## src/rtl/gpio_in_conditioner.sv

```systemverilog
// GPIO input conditioning: per-pin synchronizer, stable-count glitch filter
// and single-cycle edge pulses derived from the filtered level.
module gpio_in_conditioner #(
   parameter int GpioCount  = 32,
   parameter int SyncStages = 2,
   parameter int FiltCntW   = 4
) (
   input  logic                 clk_i,
   input  logic                 rst_ni,
   input  logic [GpioCount-1:0] pad_gpio_i,
   input  logic [GpioCount-1:0] filt_en_i,
   input  logic [FiltCntW-1:0]  thresh_i,
   output logic [GpioCount-1:0] gpio_o,
   output logic [GpioCount-1:0] rise_o,
   output logic [GpioCount-1:0] fall_o
);

   logic [SyncStages-1:0][GpioCount-1:0] sync_q;
   logic [SyncStages-1:0][GpioCount-1:0] sync_d;
   logic [GpioCount-1:0]                 sync_out;
   logic [GpioCount-1:0]                 stable_vec;
   logic [GpioCount-1:0]                 prev_q;
   logic [FiltCntW-1:0]                  thresh_eff;

   // Only stage 0 ever sees the asynchronous pad value.
   assign sync_d   = {sync_q[SyncStages-2:0], pad_gpio_i};
   assign sync_out = sync_q[SyncStages-1];

   always_ff @(posedge clk_i or negedge rst_ni) begin
      if (!rst_ni) begin
         sync_q <= '0;
      end else begin
         sync_q <= sync_d;
      end
   end

   assign thresh_eff = (thresh_i == '0) ? FiltCntW'(1) : thresh_i;

   generate
      for (genvar gi = 0; gi < GpioCount; gi++) begin : g_pin
         logic [FiltCntW-1:0] cnt_q;
         logic [FiltCntW-1:0] cnt_d;
         logic [FiltCntW:0]   cnt_inc;
         logic                stable_q;
         logic                stable_d;

         // cnt counts consecutive samples that disagree with the accepted level.
         always_comb begin
            cnt_inc  = {1'b0, cnt_q} + (FiltCntW+1)'(1);
            stable_d = stable_q;
            cnt_d    = '0;
            if (!filt_en_i[gi]) begin
               stable_d = sync_out[gi];
            end else if (sync_out[gi] != stable_q) begin
               if (cnt_inc >= {1'b0, thresh_eff}) begin
                  stable_d = sync_out[gi];
               end else begin
                  cnt_d = cnt_inc[FiltCntW-1:0];
               end
            end
         end

         always_ff @(posedge clk_i or negedge rst_ni) begin
            if (!rst_ni) begin
               cnt_q    <= '0;
               stable_q <= 1'b0;
            end else begin
               cnt_q    <= cnt_d;
               stable_q <= stable_d;
            end
         end

         assign stable_vec[gi] = stable_q;
      end
   endgenerate

   always_ff @(posedge clk_i or negedge rst_ni) begin
      if (!rst_ni) begin
         prev_q <= '0;
      end else begin
         prev_q <= stable_vec;
      end
   end

   // Both operands are flops, so the pulses cannot glitch; prev resets with
   // the level, so reset release alone never produces a pulse.
   assign gpio_o = stable_vec;
   assign rise_o = stable_vec & ~prev_q;
   assign fall_o = ~stable_vec & prev_q;

endmodule

```

## config.mk

```make
export PLATFORM = sky130hd
export DESIGN_NAME = gpio_in_conditioner
export DESIGN_NICKNAME = d
export VERILOG_FILES = /design/src/rtl/gpio_in_conditioner.sv
export SDC_FILE = /design/constraint.sdc
export NUM_CORES = 1
export LEC_CHECK = 0
export CORE_AREA = 3 3 160 162
export CTS_BUF_LIST = sky130_fd_sc_hd__clkbuf_8
export CTS_CLUSTER_SIZE = 24
export DETAILED_ROUTE_END_ITERATION = 12
export DIE_AREA = 0 0 163 165
export GPL_ROUTABILITY_DRIVEN = 0
export PLACE_DENSITY_LB_ADDON = 0.2
export REMOVE_ABC_BUFFERS = 1
export SYNTH_ARGS = -nofsm -noshare
export SYNTH_HDL_FRONTEND = slang
export SYNTH_SLANG_ARGS = --single-unit
```

## constraint.sdc

```tcl
create_clock -name clk_i -period 3.6 [get_ports clk_i]
set_input_delay 0.36 -clock clk_i [delete_from_list [all_inputs] [get_ports clk_i]]
set_output_delay 0.36 -clock clk_i [all_outputs]
set_load 0.02 [all_outputs]
```

* Word level (Yosys, flattened, before mapping) *
Index checks and enable logic that the tools add are counted.

storage, ports and cells
  input port bits = 70
  word-level logic and storage cells = 457
  register bits after elaboration = 256

cells by class
  add/subtract/negate cells = 32
  eq/ne operators = 96
  mux-type cells = 193
  bitwise operators = 4
  reductions and logical operators = 33
  order comparisons = 32

operators by type and width
  kind                   count
  $mux W4                97
  $add A4 B1 Y5 const B  32
  $ge A5 B4 Y1           32
  $ne A2 B1 Y1 const B   64
  $mux W1                96
  $and A32 B32 Y32       2
  $not A32 Y32           2
  $reduce_and A2 Y1      32
  $ne A1 B1 Y1           32
  $logic_not A4 Y1       1

* Logic depth before layout (Yosys ltp) *
Gate-level depths: netlist of run 1.

  word-level depth = 6
  mapped depth = 11
  mapped depth without buffers = 7

* Least setup slack after synthesis of run 1 *
OpenSTA, ideal clock, no wires.

  kind = in2reg
  from = in thresh_i[3]
  to = reg g_pin[0].cnt_q[1]
  stages = 11
  path buffers = 4
  library setup time = 0.095 ns
  path slack = 0.876 ns
  arrival time = 2.628 ns
  cell sequence = buf_6 -> buf_4 -> buf_2 -> buf_2 -> nor3_1 -> or2_2 -> ha_1 -> nand2b_1 -> a221oi_1 -> nor2_1 -> o31ai_1

on the way
  longest elaborated chain between the ends = 6

RTL lines
  item                   line  source
  from (decl)            12    input logic [FiltCntW-1:0] thresh_i,
  $logic_not A4 Y1       37    assign thresh_eff = (thresh_i == '0) ? FiltCntW'(1) : thresh_i;
  $mux W4 *              37
  $ge A5 B4 Y1 *         55    if (cnt_inc >= {1'b0, thresh_eff}) begin
  $mux W4 *              55
  $mux W4 *              54    end else if (sync_out[gi] != stable_q) begin
  $mux W4 *              52    if (!filt_en_i[gi]) begin
  via g_pin[0].cnt_d[1]  42    logic [FiltCntW-1:0] cnt_d;
  to (signal assigned)   68    cnt_q <= cnt_d;
  to (decl)              41    logic [FiltCntW-1:0] cnt_q;

Mark *: on every way through the listed nets, which the timed path passes. The rest lies on a longest branch.
A chain may end at the register's enable or synchronous reset.

* Worst setup path in the final report of run 1 *
  from = in thresh_i[2]
  to = reg g_pin[27].cnt_q[2]

on the way
  longest elaborated chain between the ends = 6

RTL lines
  item                    line
  $logic_not A4 Y1        37
  $mux W4 *               37
  $ge A5 B4 Y1 *          55
  $mux W4 *               55
  $mux W4 *               54
  $mux W4 *               52
  via g_pin[27].cnt_d[2]  42
  to (signal assigned)    68
  to (decl)               41

Marked as above.

==> results of run 1 <==
-- worst max-delay path, delay by kind of cell --
| family | cells | cell delay (ns) |
|---|---|---|
| AND/OR/NAND/NOR | 4 | 0.82 |
| buffers and inverters | 2 | 0.73 |
| AO/OA/AOI/OAI | 2 | 0.67 |
| adder cells (fa/ha/maj) | 1 | 0.27 |
-- cells by family (layout without fill, tap and decap cells) --
kind of cell / after synthesis / count (layout)
mux: 33 / 33
fa+ha+maj: 96 / 96
compound gates: 256 / 256
xor+xnor: 127 / 127
buf+inv: 159 / 312
simple gates: 638 / 638
flops: 256 / 256
-- layer usage --
layer	vias up	GRT usage (%)	share of wire [%]
li1	5935	-	-
met1	5935	31.35	44
met2	291	41.00	49
met3	63	3.687	4.4
met4	0	8.843	2.7
met5	-	0	0
-- through the flow --
stage	hold WS, ns	instances	util, %
finish	0.2545	2042	73.74
global route	0.2320	2042	73.74
CTS	0.2178	2042	73.74
detailed placement	0.3365	1972	70.39
global placement	0.3325	1972	70.39
floorplan	0.06441	1471	-
-- cell usage after synthesis, types with 27 or more instances --
cell type	n	area (sq um)
nor2b_1	65	406.6
and3_1	64	400.4
o21ai_0	31	155.2
xor2_1	64	560.5
a41o_1	31	310.3
nor3_1	64	320.3
xnor2_1	63	551.8
nand2b_1	64	400.4
dfrtp_1	256	6406
inv_1	64	240.2
o2111ai_1	31	271.5
nor2_1	96	360.4
nand3_1	94	470.5
nand2_1	95	356.6
a221oi_1	32	280.3
o31ai_1	93	698.2
ha_1	96	1201
or4_1	32	240.2
buf_4	65	488.0
or3b_2	27	236.5
nand3b_1	31	232.7
mux2i_1	33	330.3
-- registers in the layout (all words and copies together), names as in the netlist --
name,flops
prev_q,32
sync_d,32
g_pin.stable_q,32
g_pin.cnt_q,128
sync_out,32
-- path summary, 6_finish.rpt --
path / startpoint / endpoint / slack (ns) / cells past startpoint
setup reg to reg: g_pin[1].cnt_q[0] / g_pin[1].cnt_q[0] / 1.49 / 5
min in group asynchronous: rst_ni / prev_q[2] / 0.45 / 2
hold / removal: pad_gpio_i[6] / sync_d[38] / 0.25 / 1
max in group asynchronous: rst_ni / sync_out[8] / 2.14 / 3
hold reg to reg: sync_d[60] / sync_out[28] / 0.34 / 0
setup / recovery: thresh_i[2] / g_pin[27].cnt_q[2] / 1.16 / 9
-- final cells by class --
cell class                      count  area [sq um]
Multi-Input combinational cell   1150          8240
Sequential cell                   256          6406
Fill cell                        1781          6367
Timing Repair Buffer              178          1783
Clock buffer                       54         743.2
Tap cell                          324         405.4
Inverter                           65         244.0
Clock inverter                     15         58.81
-- report_power, final --
group / total, uW / internal, uW / switching (uW)
Combinational: 3180 / 1440 / 1740
Clock: 2440 / 1330 / 1110
Sequential: 3680 / 3280 / 399
==> flow_metrics.env, run 1 <==
export IMPL_cp_max_fo=21
export IMPL_die_w_um=163
export IMPL_run_status="completed"
export IMPL_routed_wl_um=32030
export IMPL_viasPerCell=5.986
export IMPL_post_place_ws_ns=0.6418
export IMPL_crit_chain="clkdlybuf4s50_1 -> nor3_1 -> or2_2 -> buf_12 -> ha_1 -> nand2b_1 -> a221oi_1 -> nor2_1 -> o31ai_1"
export IMPL_clock_fmax_mhz=409.7
export IMPL_synth_compound_gate_area_share_pct=13.69
export IMPL_grt_pass1_vias=12000
export IMPL_start_kind="input pin"
export IMPL_layout_commonest_cell="dfrtp_1"
export IMPL_netlist_area_sq_mm=0.01552
export IMPL_ys_flop_type="dfrtp_1"
export IMPL_setup_tns_final_ns=0
export IMPL_wire_per_inst_um=15.69
export IMPL_vias=12220
export IMPL_clock_latency_ns=0.54
export IMPL_dpl_instance_area_sq_mm=0.01707
export IMPL_setup_ws_ns=1.159
export IMPL_netlist_instances=1565
export IMPL_track_usage_pct=24.07
export IMPL_dieArea_sq_mm=0.02690
export IMPL_overflow=0
export IMPL_dr_pass1_iters=5
export IMPL_num_antenna_cells=0
export IMPL_grt_pass1_wl_um=54770
export IMPL_most_common_layout_cells="dfrtp_1 (256), clkdlybuf4s50_1 (163), nor2_1 (96), ha_1 (96), nand2_1 (95)"
export IMPL_synth_edff_count=0
export IMPL_worst_slew_pin_slew_ns=0.9567
export IMPL_antenna_found_initial=0
export IMPL_postCtsResizedCells=0
export IMPL_slowest_stage="clkdlybuf4s50_1"
export IMPL_vdd_drop_max_uv=316.6
export IMPL_numCtsBuffers=44
export IMPL_postCtsSetupRepairBufs=0
export IMPL_synthSimpleGateAreaFrac_pct=22.37
export IMPL_maxSlewViolCount=0
export IMPL_placementRows=57
export IMPL_rsz0062_at_grt="false"
export IMPL_arrival_ns=2.86
export IMPL_cp_data_required_time_ns=4.02
export IMPL_drive_gt1_share_pct=7.276
export IMPL_yosysSeqAreaShare_pct=41.28
export IMPL_synth_seq_cells=256
export IMPL_ys_async_sr_fraction_pct=100.0
export IMPL_postCtsHoldBufs=1
export IMPL_route_detailed_drc=0
export IMPL_slew_headroom_pct=36.22
export IMPL_cts_htree_levels=2
export IMPL_syn_avg_cell_area_sq_um=9.917
export IMPL_root_buffer="clkbuf_8"
export IMPL_io_pins=166
export IMPL_power_uw=9298
export IMPL_path_class="in -> reg"
export IMPL_place_port_buffers=165
export IMPL_syn2layout_area_growth_pct=15.21
export IMPL_yosysUniqueCellTypes=34
export IMPL_yosys_area_share_adder_pct=7.739
export IMPL_clockBufferDepth=3
export IMPL_p_leak_uw=0.007761
export IMPL_drt_first_iter_violations=832
export IMPL_powerDensity_mw_per_mm2=520.0
export IMPL_slowest_delay_ns=0.49
export IMPL_cap_violations=0
export IMPL_hold_viol=0
export IMPL_grt_max_degree=103
export IMPL_holdCritPathClass="in -> reg"
export IMPL_cts_tree="yes"
export IMPL_cts_sinks=256
export IMPL_synth_mux_area_share_pct=2.128
export IMPL_clk_pin_slew_ns=0.06
export IMPL_stdcell_area_sq_mm=0.01788
export IMPL_setup_violations=0
export IMPL_fin_crit_sh_pct=67.79
export IMPL_dp_hpwl_um=22270
export IMPL_postRouteAntennaNets=0
export IMPL_fin_skew_ns=0.01451
export IMPL_die_y_um=165
export IMPL_end_kind="flop"
export IMPL_fin_nets=1861
export IMPL_yosysWarnings=0
export IMPL_core_area_sq_mm=0.02425
export IMPL_initial_core_util_pct=64.00
export IMPL_period_minus_slack_ns=2.441
export IMPL_synth_top_family_by_area="simple AND/OR/NAND/NOR gates"
export IMPL_synth_xor_area_share_pct=7.167
No activity file was read; power rests on OpenSTA's default activity.
==> run 2: changes to the inputs <==
CORE_AREA = 3 3 167 169   (was 3 3 160 162)
DIE_AREA = 0 0 170 172   (was 0 0 163 165)
clock period = 2.3 ns   (was 3.6 ns; I/O delays follow)
==> run 2 against run 1 <==
  * Core utilization is 5.0 points lower
  * Largest cell class unchanged
  * Worst setup slack worse by 0.92 ns
  * Critical path depth is 1 higher
  * Critical endpoint is now g_pin[4].cnt_q[2]
  * Clock-buffer cell count is 3 higher
==> flow_metrics.env, run 2 (synthesis results as in run 1) <==
export IMPL_run_status="completed"
export IMPL_postRouteAntennaNets=0
export IMPL_place_port_buffers=165
export IMPL_cp_data_required_time_ns=2.76
export IMPL_comb_power_share_pct=35.6
export IMPL_vdd_drop_max_uv=506.2
export IMPL_postCtsSetupRepairBufs=0
export IMPL_die_w_um=170
export IMPL_num_antenna_cells=0
export IMPL_clock_fmax_mhz=485.4
export IMPL_end_kind="flop"
export IMPL_met3_usage_pct=3.864
export IMPL_pwr_share_clk_pct=27.2
export IMPL_cts_tree="yes"
export IMPL_largest_register_ffs=128
export IMPL_core_area_sq_mm=0.02673
export IMPL_cp_max_fo=32
export IMPL_track_usage_pct=21.94
export IMPL_placementRows=60
export IMPL_cap_violations=0
export IMPL_clk_pin_slew_ns=0.06
export IMPL_slew_headroom_pct=55.34
export IMPL_postCtsResizedCells=0
export IMPL_crit_family="buffers and inverters"
export IMPL_drt_first_iter_violations=652
export IMPL_most_common_layout_cells="dfrtp_1 (256), clkdlybuf4s50_1 (163), nor2_1 (96), ha_1 (96), nand2_1 (95)"
export IMPL_worstPathBufferInverterCount=3
export IMPL_routed_wl_um=32210
export IMPL_cts_sinks=256
export IMPL_grt_pass1_vias=11840
export IMPL_setup_violations=0
export IMPL_start_kind="input pin"
export IMPL_dp_hpwl_um=22210
export IMPL_dr_pass1_iters=5
export IMPL_slowest_stage="clkdlybuf4s50_1"
export IMPL_grtUsageMet2_pct=39.06
export IMPL_fin_crit_sh_pct=89.57
export IMPL_wire_per_inst_um=15.32
export IMPL_clock_latency_ns=0.55
export IMPL_root_buffer="clkbuf_8"
export IMPL_worst_slew_pin_slew_ns=0.6699
export IMPL_grt_pass1_wl_um=54590
export IMPL_layout_commonest_cell="dfrtp_1"
export IMPL_powerDensity_mw_per_mm2=839.3
export IMPL_p_seq_share_pct=37.3
export IMPL_fin_skew_ns=0.01054
export IMPL_rsz0062_at_grt="false"
export IMPL_multi_input_area_sq_mm=0.008240
export IMPL_antenna_found_initial=1
export IMPL_power_internal_uw=10160
export IMPL_p_leak_uw=0.008016
export IMPL_maxSlewViolCount=0
export IMPL_timing_hold_ws_ns=0.1157
export IMPL_holdCritPathClass="in -> reg"
export IMPL_initial_core_util_pct=58.07
export IMPL_power_uw=15420
export IMPL_switching_share_pct=34.10
export IMPL_io_pins=166
export IMPL_path_class="in -> reg"
export IMPL_arrival_ns=2.52
export IMPL_viasPerCell=5.807
export IMPL_cts_htree_levels=2
export IMPL_top_register="g_pin.cnt_q"
export IMPL_hold_viol=0
export IMPL_route_detailed_drc=0
export IMPL_met1_usage_pct=27.37
export IMPL_fin_nets=1897
export IMPL_fill_cells=2052
export IMPL_drive_gt1_share_pct=9.540
export IMPL_slowest_delay_ns=0.47
export IMPL_syn2layout_area_growth_pct=18.40
export IMPL_overflow=0
export IMPL_dieArea_sq_mm=0.02924
export IMPL_period_minus_slack_ns=2.060
export IMPL_vias=12210
export IMPL_die_y_um=172
export IMPL_register_area_sq_mm=0.006406
export IMPL_postCtsHoldBufs=1
export IMPL_switching_power_uw=5259
export IMPL_numCtsBuffers=46
export IMPL_crit_chain="clkdlybuf4s50_1 -> nor3_1 -> or2_2 -> buf_12 -> ha_1 -> nand2b_1 -> a221oi_1 -> buf_4 -> o211ai_1 -> a21boi_1"
export IMPL_clockBufferDepth=3
export IMPL_grt_max_degree=81
export IMPL_busiest_layer="met2"
[run 2: changes by cell type in the layout (fill, tap and decap cells not counted), sizes merged]
cell	delta
clkinv	+2
buf	+34
inv	+1
bufinv	+1
clkinvlp	+2
clkbuf	+3
[run 2: path summary, 6_finish.rpt]
check,depth (start not counted),startpoint,end,slack [ns]
setup / recovery,10,thresh_i[1],g_pin[4].cnt_q[2],0.24
max in group asynchronous,3,rst_ni,prev_q[14],1.33
hold reg to reg,0,sync_d[53],sync_out[21],0.34
setup reg to reg,5,g_pin[25].cnt_q[0],g_pin[25].cnt_q[0],0.32
min in group asynchronous,2,rst_ni,sync_out[2],0.29
hold / removal,1,pad_gpio_i[26],sync_d[58],0.12
[run 2: power groups by stage]
stage	Clock (uW)	Sequential, uW	Combinational, uW
detailed placement	0	5820	5470
floorplan	0	5810	3140
CTS	4340	5750	5520
global route	4550	5850	6120
finish	4190	5750	5490
global placement	0	5790	5320
[run 2: layout make-up]
class	count	share of cell area, %
timing repair buffer	212	11.71
tap	341	2.322
clock inverter	21	0.6673
sequential	256	34.86
multi-input combinational	1150	44.85
clock buffer	57	4.269
inverter	65	1.328
[run 2: per-layer routing]
| layer | part of all wire, % | up-vias | wire (um) |
|---|---|---|---|
| met3 | 4.8 | 65 | 1549 |
| met1 | 44 | 5875 | 14170 |
| met5 | 0.040 | - | 13 |
| met4 | 2.4 | 2 | 759 |
| li1 | - | 5999 | - |
| met2 | 49 | 266 | 15720 |
[run 2: per-stage QoR]
step                      cell area [sq um]  utilization, %  instances  setup WS, ns  TNS [ns]
after CTS                             18380           68.75       2102        0.2106         0
final                                 18380           68.75       2102        0.2398         0
after detailed placement              17460           65.32       2023       -0.2960    -33.08
after global placement                17460           65.32       2023       -0.2528    -28.54
after global routing                  18380           68.75       2102       0.08817         0
after floorplan                       14890               -       1471        0.2949         0
